$ cat src/rtl/pc_sequencer_if.sv
// Redirect request bundle from the fetch controller into pc_sequencer.
// Master drives control-flow requests; slave is the sequencer.
interface pc_sequencer_if #(
    parameter int WIDTH = 16
);
    logic             stall;
    logic             jump_en;
    logic             branch_en;
    logic             call_en;
    logic             ret_en;
    logic [WIDTH-1:0] target;
    logic [WIDTH-1:0] offset;

    modport master (
        output stall, jump_en, branch_en, call_en, ret_en, target, offset
    );

    modport slave (
        input stall, jump_en, branch_en, call_en, ret_en, target, offset
    );
endinterface

$ cat src/rtl/pc_sequencer.sv
// Fetch program counter with jump/branch/call/return and a circular
// return-address stack that overwrites its oldest entry when full.
module pc_sequencer #(
    parameter int               WIDTH        = 16,
    parameter int               STEP         = 2,
    parameter logic [WIDTH-1:0] RESET_VECTOR = '0,
    parameter int               RAS_DEPTH    = 8
) (
    input  logic                         clock,
    input  logic                         reset,
    pc_sequencer_if.slave                bus,
    input  logic                         err_clear,
    output logic [WIDTH-1:0]             pc,
    output logic [$clog2(RAS_DEPTH):0]   ras_count,
    output logic                         ras_overflow,
    output logic                         ras_underflow
);
    localparam int AW = $clog2(RAS_DEPTH);
    localparam int CW = AW + 1;
    localparam logic [WIDTH-1:0] INC   = WIDTH'(STEP);
    localparam logic [WIDTH-1:0] ALIGN = ~(WIDTH'(STEP - 1));
    localparam logic [CW-1:0]    FULL  = CW'(RAS_DEPTH);

    logic [WIDTH-1:0] stack [RAS_DEPTH];
    logic [AW-1:0]    top, top_n;
    logic [CW-1:0]    cnt_n;
    logic [WIDTH-1:0] pc_n;
    logic [WIDTH-1:0] seq_pc;
    logic             push;
    logic             ovf_set;
    logic             unf_set;

    assign seq_pc = pc + INC;

    // Priority chain: stall, ret, call, jump, branch, sequential.
    always_comb begin
        pc_n    = pc;
        cnt_n   = ras_count;
        top_n   = top;
        push    = 1'b0;
        ovf_set = 1'b0;
        unf_set = 1'b0;
        if (bus.stall) begin
            pc_n = pc;
        end else if (bus.ret_en) begin
            if (ras_count != '0) begin
                pc_n  = stack[top] & ALIGN;
                top_n = top - 1'b1;
                cnt_n = ras_count - 1'b1;
            end else begin
                pc_n    = seq_pc;
                unf_set = 1'b1;
            end
        end else if (bus.call_en) begin
            pc_n  = bus.target & ALIGN;
            push  = 1'b1;
            top_n = top + 1'b1;
            if (ras_count == FULL) begin
                ovf_set = 1'b1;
            end else begin
                cnt_n = ras_count + 1'b1;
            end
        end else if (bus.jump_en) begin
            pc_n = bus.target & ALIGN;
        end else if (bus.branch_en) begin
            pc_n = (pc + bus.offset) & ALIGN;
        end else begin
            pc_n = seq_pc;
        end
    end

    always_ff @(posedge clock or negedge reset) begin
        if (!reset) begin
            pc            <= RESET_VECTOR;
            ras_count     <= '0;
            top           <= '0;
            ras_overflow  <= 1'b0;
            ras_underflow <= 1'b0;
        end else begin
            pc            <= pc_n;
            ras_count     <= cnt_n;
            top           <= top_n;
            ras_overflow  <= ovf_set | (ras_overflow & ~err_clear);
            ras_underflow <= unf_set | (ras_underflow & ~err_clear);
        end
    end

    // Storage is never cleared; ras_count gates what is reachable.
    always_ff @(posedge clock) begin
        if (push) begin
            stack[top_n] <= seq_pc;
        end
    end
endmodule

$ cat src/flat_wrapper.sv
// flat-port wrapper written by rule: the top's interface ports become plain ports
module pc_sequencer_flat 
#(
    parameter int               WIDTH        = 16,
    parameter int               STEP         = 2,
    parameter logic [WIDTH-1:0] RESET_VECTOR = '0,
    parameter int               RAS_DEPTH    = 8
)
  (clock, reset, err_clear, pc, ras_count, ras_overflow, ras_underflow, bus_stall, bus_jump_en, bus_branch_en, bus_call_en, bus_ret_en, bus_target, bus_offset);
  pc_sequencer_if #(.WIDTH(WIDTH)) bus_i ();
  input  logic clock;
  input  logic reset;
  input  logic err_clear;
  output logic [WIDTH-1:0] pc;
  output logic [$clog2(RAS_DEPTH):0] ras_count;
  output logic ras_overflow;
  output logic ras_underflow;
  input wire logic [$bits(bus_i.stall)-1:0] bus_stall;
  input wire logic [$bits(bus_i.jump_en)-1:0] bus_jump_en;
  input wire logic [$bits(bus_i.branch_en)-1:0] bus_branch_en;
  input wire logic [$bits(bus_i.call_en)-1:0] bus_call_en;
  input wire logic [$bits(bus_i.ret_en)-1:0] bus_ret_en;
  input wire logic [$bits(bus_i.target)-1:0] bus_target;
  input wire logic [$bits(bus_i.offset)-1:0] bus_offset;
  assign bus_i.stall = bus_stall;
  assign bus_i.jump_en = bus_jump_en;
  assign bus_i.branch_en = bus_branch_en;
  assign bus_i.call_en = bus_call_en;
  assign bus_i.ret_en = bus_ret_en;
  assign bus_i.target = bus_target;
  assign bus_i.offset = bus_offset;
  pc_sequencer #(.WIDTH(WIDTH), .STEP(STEP), .RESET_VECTOR(RESET_VECTOR), .RAS_DEPTH(RAS_DEPTH)) u_core (.clock(clock), .reset(reset), .bus(bus_i), .err_clear(err_clear), .pc(pc), .ras_count(ras_count), .ras_overflow(ras_overflow), .ras_underflow(ras_underflow));
endmodule
$ cat config.mk
export PLATFORM = sky130hd
export DESIGN_NAME = pc_sequencer_flat
export DESIGN_NICKNAME = d
export VERILOG_FILES = /design/src/rtl/pc_sequencer_if.sv /design/src/rtl/pc_sequencer.sv /design/src/flat_wrapper.sv
export SDC_FILE = /design/constraint.sdc
export NUM_CORES = 1
export LEC_CHECK = 0
export BUFFER_PORTS_ARGS = -buffer_cell sky130_fd_sc_hd__buf_4
export CORE_MARGIN = 3
export CORE_UTILIZATION = 51
export CTS_CLUSTER_DIAMETER = 150
export DETAILED_ROUTE_END_ITERATION = 12
export PLACE_DENSITY = 0.7
export REMOVE_ABC_BUFFERS = 1
export SYNTH_ARGS = -nofsm -noshare
export SYNTH_HDL_FRONTEND = slang
export SYNTH_SLANG_ARGS = --single-unit
$ cat constraint.sdc
create_clock -name clock -period 5.35 [get_ports clock]
set_input_delay 1.07 -clock clock [delete_from_list [all_inputs] [get_ports clock]]
set_output_delay 1.07 -clock clock [all_outputs]
set_load 0.02 [all_outputs]
==> metrics <==
outcome completed; Post-DRT Antenna Nets 0; Leakage Power approximately 0.0031 uW; actual slew at the worst max-slew pin approximately 0.96 ns; routed length per instance 20.93 um; M2 GR Usage 35.15%; Yosys top cell by area edfxtp_1; Via Count 4858; hold buffer count at cts 0; fmax 0.2847 GHz; Async SR Flop Fraction between 15 and 20%; crit path launch bus_ret_en; Max Slew Vio Count 0; final setup vio count 0; TNS Setup 0 ns; Place WS 1.402 ns; worst setup path class in2reg; Worst EP arrival between 3 and 4 ns; clk_lat worst skew roughly 0.42 ns; post-synth top area share 49.29%; DR DRC count 0; fillers around 1100; Yosys cell types 76; vias in the first global route 4898; Die Footprint 15810 um2; Mapped Cells approximately 540; Post-Synth Simple-Gate Area about 9%; Compound-Gate Fraction of Synth Area a little over a tenth; post-cts sizing count 0; initial antenna violation count 0; largest net degree at the start of global routing 34; Final Hold Viols 0; final setup margin 1.838 ns; worst flop-to-flop path startpoint u_core.ras_count[1]; worst hold path type reg2reg; RSZ-0062 raised after global routing false; multiplexer share of the synthesized area about an eighth; Post-synth EDFFs 120; worst-path fanout max 19; total CTS buffers 17; first-pass GRT wire length between 20 and 30 mm; r2r worst-path depth 8; clk sinks 144; FF-to-FF End u_core.stack[0][5]; CORE AREA around 14000 um2; gr usage total a little over a fifth; MaxCap Viol Count 0; FP Rows between 40 and 50; Slew HR approximately 36%; Post-Route WL between 15 and 20 mm; mean post-synth cell area 13.46 um2; cell area power density approximately 520 nW/um2; Syn-to-layout area delta 16.10%; vias per std cell between 6 and 7; CTS tree built; Reg clk slew, reported paths about 0.06 ns; chip height roughly 130 um; ant diodes 0; post-synthesis adder-cell area fraction under 10%; Mapped Area around 7300 um2; R2R Setup Slk ~2.1 ns; grt peak-use layer met2; RePlAce Congestion 0.8814; Initial Util a little over half; main area contributors after synthesis edfxtp_1 49%, mux4_2 9.2%, dfrtp_1 8.2%, ha_1 3.4%, xnor2_1 2.5%; CP endpoint kind flop; postcts setup bufs 0; Max clock buf depth 2; met3 Usage GRT 5.047%; share of layout cells above drive strength 1 about a quarter; GRT overflow 0; num ports 62; die width about 130 um; DRT iter0 DRCs 498; #FFs+latches synth about 140; Final Critical Period approximately 3.5 ns; CP Capture Point u_core.stack[0][5]; CTS root buf clkbuf_16; Pre-antenna DRT Iters 7; met1 layer usage reported by global route between 20% and 30%; Startpoint Class input pin; Primary FF master, synth edfxtp_1; post-route core utilization 60.91%; Final Cycle Share 65.65%; Syn. warnings 0; Max VDD drop approximately 0.00025 V; Max Clock Skew just over 0.01 ns; Port-buffer cells a little under 60; H-tree Lvls 4; Synth Area in XOR/XNOR 3.235%; Critical Path RT between 5 and 6 ns; main combinational cell family by area after synthesis multiplexers; Final nets 662; DP HPWL ~11 mm; post-synthesis sequential area ratio between 50% and 60%
==> through the flow <==
stage | cell area, um2 | total power [uW] | hold WS [ns] | std cells
floorplan | 7142 | 2770 | 0.6157 | 513
global placement | 7926 | 3235 | 0.5218 | 762
detailed placement | 7926 | 3291 | 0.5278 | 762
CTS | 8488 | 4415 | 0.5379 | 794
global route | 8488 | 4631 | 0.5563 | 794
finish | 8488 | 4401 | 0.5367 | 794
==> sequential cells by signal, indices dropped and copies added, names as in the netlist <==
| name | count |
|---|---|
| u_core.pc | 15 |
| u_core.ras_count | 4 |
| u_core.ras_overflow | 1 |
| u_core.ras_underflow | 1 |
| u_core.stack | 120 |
| u_core.top | 3 |
==> routing by layer <==
| metal | vias to the layer above | wire [um] | part of all wire, % |
|---|---|---|---|
| met5 | - | 0 | 0 |
| met3 | 37 | 980 | 5.9 |
| met2 | 182 | 8311 | 50 |
| met4 | 0 | 369 | 2.2 |
| li1 | 2231 | - | - |
| met1 | 2408 | 6957 | 42 |
==> cell usage after synthesis, types with 3 or more instances <==
| library cell | count |
|---|---|
| nand3_1 | 9 |
| a21oi_1 | 32 |
| buf_2 | 7 |
| a31oi_1 | 5 |
| o21a_1 | 3 |
| edfxtp_1 | 120 |
| nand2b_1 | 4 |
| clkbuf_1 | 13 |
| nand4_1 | 5 |
| a22oi_1 | 3 |
| buf_1 | 3 |
| o22ai_1 | 7 |
| xnor2_1 | 21 |
| xor2_1 | 6 |
| inv_2 | 3 |
| ha_1 | 20 |
| buf_6 | 3 |
| nor3_1 | 16 |
| mux4_2 | 30 |
| a211oi_1 | 5 |
| nor4_1 | 3 |
| nand2_1 | 36 |
| a21o_1 | 5 |
| o22a_1 | 3 |
| nor2b_1 | 3 |
| o21ai_0 | 14 |
| o21ai_1 | 12 |
| mux2_2 | 5 |
| inv_1 | 17 |
| dfrtp_1 | 24 |
| nor2_1 | 29 |
| o31a_1 | 4 |
| mux2i_1 | 13 |
| o211ai_1 | 5 |
==> cells by family (layout without fill, tap and decap cells) <==
family / Yosys count / in the layout
DFF: 144 / 144
and+or+nand+nor: 129 / 129
AOI/OAI and AO/OA: 121 / 121
buffers and inverters: 51 / 122
muxes: 49 / 49
xor gates and xnor gates: 27 / 27
adders and majority gates: 21 / 21
other: 1 / 1
==> report_power, final <==
part           internal (uW)  leakage (uW)  total [uW]  switching [uW]
logic                    703       0.00143        1630             931
registers               1470       0.00136        1650             184
clock network            650      0.000270        1110             464
==> cell usage in the layout (no fill, tap or decap), types with 9 or more instances in the layout <==
cell type and n:
inv_1 17, o21ai_1 12, nand2_1 36, nor2_1 29
clkbuf_16 17, xnor2_1 21, nand3_1 9, mux2i_1 13
dfrtp_1 23, a21oi_1 32, o21ai_0 14, ha_1 20
mux4_2 30, edfxtp_1 120, buf_4 69
==> worst min path at each step <==
stage	to	from	depth (start not counted)	slack [ns]
floorplan	u_core.ras_underflow	u_core.ras_underflow	2	0.62
global placement	u_core.ras_underflow	u_core.ras_underflow	2	0.52
detailed placement	u_core.ras_underflow	u_core.ras_underflow	2	0.53
CTS	u_core.ras_underflow	u_core.ras_underflow	2	0.54
global route	u_core.ras_underflow	u_core.ras_underflow	2	0.56
finish	u_core.ras_underflow	u_core.ras_underflow	2	0.54
==> cell type report <==
type | count | area [um2] | share of cell area [%]
Tap cell | 180 | 225.2 | 2.653
Multi-Input combinational cell | 348 | 2885 | 33.99
Sequential cell | 144 | 4205 | 49.54
Inverter | 21 | 92.59 | 1.091
Timing Repair Buffer | 69 | 518.0 | 6.103
Clock inverter | 13 | 128.9 | 1.518
Clock buffer | 19 | 432.9 | 5.100
==> worst max-delay path, stage by stage <==
cell,delay (ns)
buf_4,0.23
inv_2,0.13
nor2_1,0.55
a22oi_1,0.19
nor2_1,0.16
xnor2_1,0.32
inv_2,0.18
nor3_2,0.45
buf_4,0.32
Power figures use the tool's default switching activity.
